==> src/rtl/alu_pkg.sv <==
// Shared definitions for the execute-stage ALU slice: widths, opcodes,
// reset values and a small flag helper.
// Optional feature macro: ALU_MULDIV_EN (enables MUL and DIV opcodes).
package alu_pkg;

    localparam int DATA_W  = 4;
    localparam int RADDR_W = 2;
    localparam int OP_W    = 4;

    // Opcodes 7..15 are undefined and produce a zero result with no carry.
    typedef enum logic [OP_W-1:0] {
        OP_AND = 4'd0,
        OP_OR  = 4'd1,
        OP_ADD = 4'd2,
        OP_MUL = 4'd3,
        OP_DIV = 4'd4,
        OP_SUB = 4'd5,
        OP_NOR = 4'd6
    } alu_op_e;

    // Register values after reset: a zero result, so the zero flag is set.
    localparam logic [DATA_W-1:0] RESULT_RST = '0;
    localparam logic              ZERO_RST   = 1'b1;
    localparam logic              CARRY_RST  = 1'b0;

    // Saturated quotient reported on divide-by-zero.
    localparam logic [DATA_W-1:0] DIV0_RESULT = '1;

    function automatic logic is_zero(input logic [DATA_W-1:0] v);
        return (v == '0);
    endfunction

endpackage

==> src/rtl/alu_core.sv <==
// Combinational ALU core: decodes the opcode into the next result and carry.
// Reused by the PC adders with op ADD, so it holds no state.
// Optional feature macro: ALU_MULDIV_EN (adds multiplier and divider).
module alu_core
    import alu_pkg::*;
(
    input  logic [OP_W-1:0]   op_i,
    input  logic [DATA_W-1:0] a_i,
    input  logic [DATA_W-1:0] b_i,
    output logic [DATA_W-1:0] result_o,
    output logic              carry_o
);

    // Arithmetic is computed one bit wider so the top bit is carry/borrow.
    logic [DATA_W:0] sum;
    logic [DATA_W:0] diff;

    assign sum  = {1'b0, a_i} + {1'b0, b_i};
    assign diff = {1'b0, a_i} - {1'b0, b_i};

`ifdef ALU_MULDIV_EN
    logic [2*DATA_W-1:0] prod;
    logic [DATA_W-1:0]   divisor;
    logic [DATA_W-1:0]   quot;

    assign prod    = {{DATA_W{1'b0}}, a_i} * {{DATA_W{1'b0}}, b_i};
    // Keep the divider away from a zero divisor; that case is overridden below.
    assign divisor = (b_i == '0) ? {{(DATA_W-1){1'b0}}, 1'b1} : b_i;
    assign quot    = a_i / divisor;
`endif

    // Opcode decode; undefined opcodes fall to the zero default.
    always_comb begin
        result_o = '0;
        carry_o  = 1'b0;
        case (op_i)
            OP_AND: result_o = a_i & b_i;
            OP_OR:  result_o = a_i | b_i;
            OP_ADD: begin
                result_o = sum[DATA_W-1:0];
                carry_o  = sum[DATA_W];
            end
`ifdef ALU_MULDIV_EN
            OP_MUL: begin
                result_o = prod[DATA_W-1:0];
                carry_o  = |prod[2*DATA_W-1:DATA_W];
            end
            OP_DIV: begin
                if (b_i == '0) begin
                    result_o = DIV0_RESULT;
                    carry_o  = 1'b1;
                end else begin
                    result_o = quot;
                end
            end
`endif
            OP_SUB: begin
                result_o = diff[DATA_W-1:0];
                carry_o  = diff[DATA_W];
            end
            OP_NOR: result_o = ~(a_i | b_i);
            default: begin
                result_o = '0;
                carry_o  = 1'b0;
            end
        endcase
    end

endmodule

==> src/rtl/alu_wb_slice.sv <==
// Execute-stage slice: registered ALU result/flags, write-back mux and
// second register-read address mux. The muxes are purely combinational.
// Optional feature macro: ALU_MULDIV_EN (forwarded to alu_core).
module alu_wb_slice
    import alu_pkg::*;
(
    input  logic                clock,
    input  logic                reset,
    input  logic [DATA_W-1:0]   a,
    input  logic [DATA_W-1:0]   b,
    input  logic [OP_W-1:0]     alu_op,
    output logic [DATA_W-1:0]   result,
    output logic                zero,
    output logic                carry,
    input  logic [DATA_W-1:0]   read_data,
    input  logic                mem_to_reg,
    output logic [DATA_W-1:0]   wb_data,
    input  logic [RADDR_W-1:0]  addr_ry,
    input  logic [RADDR_W-1:0]  addr_rz,
    input  logic                reg2loc,
    output logic [RADDR_W-1:0]  read_addr2
);

    logic [DATA_W-1:0] result_d;
    logic              carry_d;
    logic              zero_d;

    logic [DATA_W-1:0] result_q;
    logic              carry_q;
    logic              zero_q;

    alu_core u_alu_core (
        .op_i     (alu_op),
        .a_i      (a),
        .b_i      (b),
        .result_o (result_d),
        .carry_o  (carry_d)
    );

    // Zero flag tracks the next result for every opcode, undefined ones too.
    always_comb begin
        zero_d = is_zero(result_d);
    end

    // Result and flag registers; reset wins over any op in the same cycle.
    always_ff @(posedge clock) begin
        if (reset) begin
            result_q <= RESULT_RST;
            zero_q   <= ZERO_RST;
            carry_q  <= CARRY_RST;
        end else begin
            result_q <= result_d;
            zero_q   <= zero_d;
            carry_q  <= carry_d;
        end
    end

    assign result = result_q;
    assign zero   = zero_q;
    assign carry  = carry_q;

    // Write-back mux follows the registered result with zero latency.
    genvar gi;
    generate
        for (gi = 0; gi < DATA_W; gi++) begin : g_wb_mux
            assign wb_data[gi] = mem_to_reg ? read_data[gi] : result_q[gi];
        end
    endgenerate

    // Second read-port address select between the Ry and Rz fields.
    generate
        for (gi = 0; gi < RADDR_W; gi++) begin : g_raddr_mux
            assign read_addr2[gi] = reg2loc ? addr_rz[gi] : addr_ry[gi];
        end
    endgenerate

endmodule

==> config.mk <==
export PLATFORM = sky130hd
export DESIGN_NAME = alu_wb_slice
export DESIGN_NICKNAME = d
export VERILOG_FILES = /design/src/rtl/alu_pkg.sv /design/src/rtl/alu_core.sv /design/src/rtl/alu_wb_slice.sv
export SDC_FILE = /design/constraint.sdc
export NUM_CORES = 1
export LEC_CHECK = 0
export ABC_CLOCK_PERIOD_IN_PS = 2150
export CORE_MARGIN = 2
export CORE_UTILIZATION = 50
export CTS_BUF_LIST = sky130_fd_sc_hd__clkbuf_8
export DETAILED_ROUTE_END_ITERATION = 8
export DONT_BUFFER_PORTS = 1
export SYNTH_ARGS = -nofsm -noshare
export SYNTH_HDL_FRONTEND = slang
export SYNTH_SLANG_ARGS = --single-unit
==> constraint.sdc <==
create_clock -name clock -period 2.15 [get_ports clock]
set_input_delay 0.215 -clock clock [delete_from_list [all_inputs] [get_ports clock]]
set_output_delay 0.215 -clock clock [all_outputs]
set_load 0.1 [all_outputs]
After elaboration in Yosys (flattened, before gate mapping):

Cells that the tools add are included.

* add/subtract/negate cells: 2
* multiply operators: 0
* div/mod/pow operators: 0
* magnitude comparators: 0
* equal/unequal tests: 4
* shifts and indexed selects: 0
* mux-type cells: 8
* bitwise operators: 3
* reduce and logical (&&, ||, !) cells: 2

Operators with widths (count)
* $pmux W4 S5: 1
* $eq A4 B3 Y1 const B: 2
* $logic_not A4 Y1: 2
* $mux W1: 6
* $add A4 B4 Y5: 1
* $sub A4 B4 Y5: 1
* $and A4 B4 Y4: 1
* $eq A4 B1 Y1 const B: 1
* $eq A4 B2 Y1 const B: 1
* $not A4 Y4: 1
* $or A4 B4 Y4: 1
* $pmux W1 S2: 1

* flip-flop bits (word level): 6
* bits in latches: 0
* RAM bits: 0
* ROM bits: 0
* bits of input ports: 24
* output and inout port bits: 12
* logic and storage cells: 22
* memories kept: 0

Longest topological paths before layout:

* depth after elaboration: 4
* gate-level depth with buffers: 8
* depth with buffers taken out: 8

Modules after synthesis:

A second synthesis with hierarchy kept.

* cells, all modules: 85
* area, all modules: 758.2 um^2

By module, submodules not included
* alu_core: instances 1, cells an instance 66, area each 519.2 um^2, seq. area each 0.0 um^2
* alu_wb_slice: instances 1, cells an instance 19, area each 239.0 um^2, seq. area each 120.1 um^2

Least setup slack after synthesis:

Ideal clock, no wire load.

* path type: register -> output
* from: register result_q[0], in the netlist result[0]
* to: output wb_data[0]
* arrival time: 1.585 ns
* data required time: 1.935 ns
* setup slack: 0.350 ns
* cell stages (with the launch flop): 2
* buffers on the path: 0
* path through: dfxtp_1 > mux2_2

* word-level cells in the longest chain between the ends: 1

Ends and longest elaborated chain
* from (decl): line alu_wb_slice.sv:28 `logic [DATA_W-1:0] result_q;`
* from (signal assigned): line alu_wb_slice.sv:52 `result_q <= result_d;`
* $mux W1: line alu_wb_slice.sv:66 `assign wb_data[gi] = mem_to_reg ? read_data[gi] : result_q[gi];`
* to (decl): line alu_wb_slice.sv:17 `output logic [DATA_W-1:0] wb_data,`

No other way between the ends.

Final worst setup path:

* from: input a[0]
* to: register zero_q, in the netlist zero

* word-level cells in the longest chain between the ends: 4
* elaborated cells between the ends (all ways): 7
* those cells by class: 2 x add/sub; 1 x mux; 3 x bitwise; 1 x reduce/logical

Ends and longest elaborated chain
* from (decl): line alu_wb_slice.sv:9 `input logic [DATA_W-1:0] a,`
* branches (longest 2 deep; another with $sub A4 B4 Y5)
* $pmux W4 S5 *: line alu_core.sv:36 `case (op_i)`
* $logic_not A4 Y1 *: line alu_pkg.sv:30 `return (v == '0);`
* to (signal assigned): line alu_wb_slice.sv:53 `zero_q <= zero_d;`
* to (decl): line alu_wb_slice.sv:30 `logic zero_q;`

Every way passes the cells marked *.
A chain may end at the register's enable or synchronous reset.

==> flow_metrics.py <==
metrics = {
    "final_layout": {
        "utilization_pct": 59.8,
        "areaGrowthSynthToFinish_pct": 13.2,
        "diodes": 0,
        "area.sequential_sq_um": 120,
        "nNetsFinal": 145,
        "drive_above_1_share_pct": 21.0,
        "final_cell_area_sq_um": 901,
        "multi_input_area_sq_um": 599,
        "num-fill-cells": 136,
    },
    "global_route": {
        "grt_pass1_vias": 624,
        "grt_pass1_wl_um": 2620,
        "antenna_found_initial": 0,
        "grt_overflow": 0,
        "grt_use_total_pct": 18.7,
        "grt_start_max_net_pins": 18,
    },
    "route": {
        "wl_per_cell_um": 14.0,
        "drtIter0Drc": 20,
        "wl_um": 1700,
        "ant_nets": 0,
        "dr.pass1.iters": 4,
        "vias_per_cell": 5.97,
        "drc": 0,
        "vias": 722,
    },
    "place": {
        "numPortBuffers": 0,
        "dpl.hpwl_um": 1380,
        "placed_area_sq_um": 860,
        "preCtsSetupSlack_ns": 0.342,
        "place_congestion": 0.814,
    },
    "floorplanning": {
        "num_rows": 14,
        "coreArea_sq_um": 1510,
        "initial_core_util_pct": 52.8,
        "die_h_um": 43.9,
        "io_pins": 36,
        "die_x_um": 43.9,
        "die-area_sq_um": 1930,
    },
    "worst_hold_path": {
        "hold_path.class": "in -> reg",
    },
    "critical_path": {
        "startpoint_type": "primary input",
        "critPathKind": "in -> reg",
        "cp_max_fo": 3,
        "arrival_ns": 1.69,
        "worstPathRequired_ns": 2.27,
        "worstSetupEndpointType": "flop",
    },
    "sta": {
        "rsz0062_at_grt": "no",
        "hold_violations": 0,
        "slew_headroom_pct": 66.0,
        "drv_slew": 0,
        "tns_ns": 0,
        "worst_pin_slew_ns": 0.513,
        "fmax_mhz": 637,
        "period_minus_slack_ns": 1.57,
        "fin_ws_ns": 0.579,
        "setup_viol": 0,
        "min_period_over_period_pct": 73.1,
    },
    "pwr": {
        "power.leakage_nw": 0.422,
        "power_density_nw_per_um2": 537,
        "total_power_w": 0.000484,
        "irDropWorstVdd_mv": 0.552,
    },
    "clock_network": {
        "post_cts_buffers": 0,
        "cts_tree": "built",
        "ctsResizeCount": 0,
        "clock_path_buffers": 2,
        "clockRootBuffer": "clkbuf_8",
        "cts_sinks": 6,
        "hold_buffers": 0,
        "clk_pin_slew_ns": 0.03,
        "cts_made_buffers": 3,
        "htreeDepth": 1,
    },
    "outcome": {
        "status": "finished clean",
    },
    "synth": {
        "ys.warnings.count": 0,
        "synthCells": 96,
        "synth_top_area_share_pct": 18.9,
        "synth_enable_flop_cells": 0,
        "synth_top_area_cell": "ha_1",
        "ys_seq_elements": 6,
        "yosysSeqAreaShare_pct": 15.1,
        "async_flop_share_pct": 0,
        "avgSynthCellArea_sq_um": 8.29,
        "postSynthNetCount": 134,
        "ys_top_cells_by_area": "ha_1 19%, dfxtp_1 15%, mux2_2 8.5%, a21oi_1 6.9%, inv_1 5.7%",
        "synth_cell_type_count": 30,
        "synthesis.area_sq_um": 796,
        "synthFlopType": "dfxtp_1",
    },
    "job": {
        "cap_violations": 0,
    },
}
layout make-up:
class / instances / area share [%]
clock buffers: 3 / 4.58
inverters: 12 / 5.00
multi-input cells: 74 / 66.5
flip-flops and latches: 6 / 13.3
well taps: 16 / 2.22
repair buffers: 10 / 8.33
where the power goes:
group	switching (W)	internal (W)	leakage [nW]
sequential	0.00000149	0.000116	0.0487
clock	0.0000442	0.000120	0.0216
combinational	0.000141	0.0000610	0.351
worst max-delay path: stages:
cell and delay [ns]:
inv_1 0.05, ha_1 0.18, inv_1 0.06, fa_1 0.40, a221oi_1 0.31, o22ai_1 0.16, o41ai_1 0.30
sequential cells by signal (all words and copies together), names as in the netlist:
signal / count
zero: 1
carry: 1
result: 4
synthesized netlist by cell type (2+ instances only):
master,n
ha_1,12
inv_1,12
a21oi_1,11
nor2_1,9
dfxtp_1,6
mux2_2,6
and2_1,4
o22ai_1,4
a32oi_1,3
o21ai_0,3
a221oi_1,2
fa_1,2
nand2_1,2
nor3_1,2
nor3b_1,2
o21bai_1,2
layout by cell type, fill, tap and decap left out:
cell type / instances
a2111o_1: 1
a21oi_1: 11
a221oi_1: 2
a32oi_1: 3
and2_1: 4
and2b_2: 1
and3b_1: 1
buf_4: 10
clkbuf_8: 3
dfxtp_1: 6
fa_1: 2
ha_1: 12
inv_1: 12
mux2_2: 6
nand2_1: 2
nand2b_1: 1
nand2b_2: 1
nor2_1: 9
nor3_1: 2
nor3b_1: 2
o21a_1: 1
o21ai_0: 3
o21bai_1: 2
o221a_1: 1
o22ai_1: 4
o41ai_1: 1
or4b_4: 1
or4bb_1: 1
layer usage:
layer | global-route usage, % | up-vias | routed length, um
met5 | 0 | - | 0
met2 | 29.4 | 35 | 803
met3 | 7.92 | 4 | 155
met1 | 22.6 | 324 | 709
met4 | 7.27 | 0 | 26
li1 | - | 359 | -
stage by stage:
| step | hold WS, ns | std cells |
|---|---|---|
| after floorplan | 0.284 | 96 |
| after global placement | 0.293 | 118 |
| after detailed placement | 0.294 | 118 |
| after CTS | 0.0610 | 121 |
| after global routing | 0.0600 | 121 |
| final | 0.0653 | 121 |
path summary, 6_finish.rpt:
kind               from  endpoint  slack, ns  cells past startpoint
setup / recovery   a[0]      zero       0.58                      7
hold / removal    reset     carry       0.07                      1
cells by family after synthesis:
family,after synthesis,synth area share [%]
flip-flops,6,15.1
AND/OR/NAND/NOR,25,18.7
multiplexers,6,8.49
adder cells (fa/ha/maj),14,23.9
AO/OA/AOI/OAI,29,24.2
buffers and inverters,16,9.59
Power figures use the tool's default switching activity.
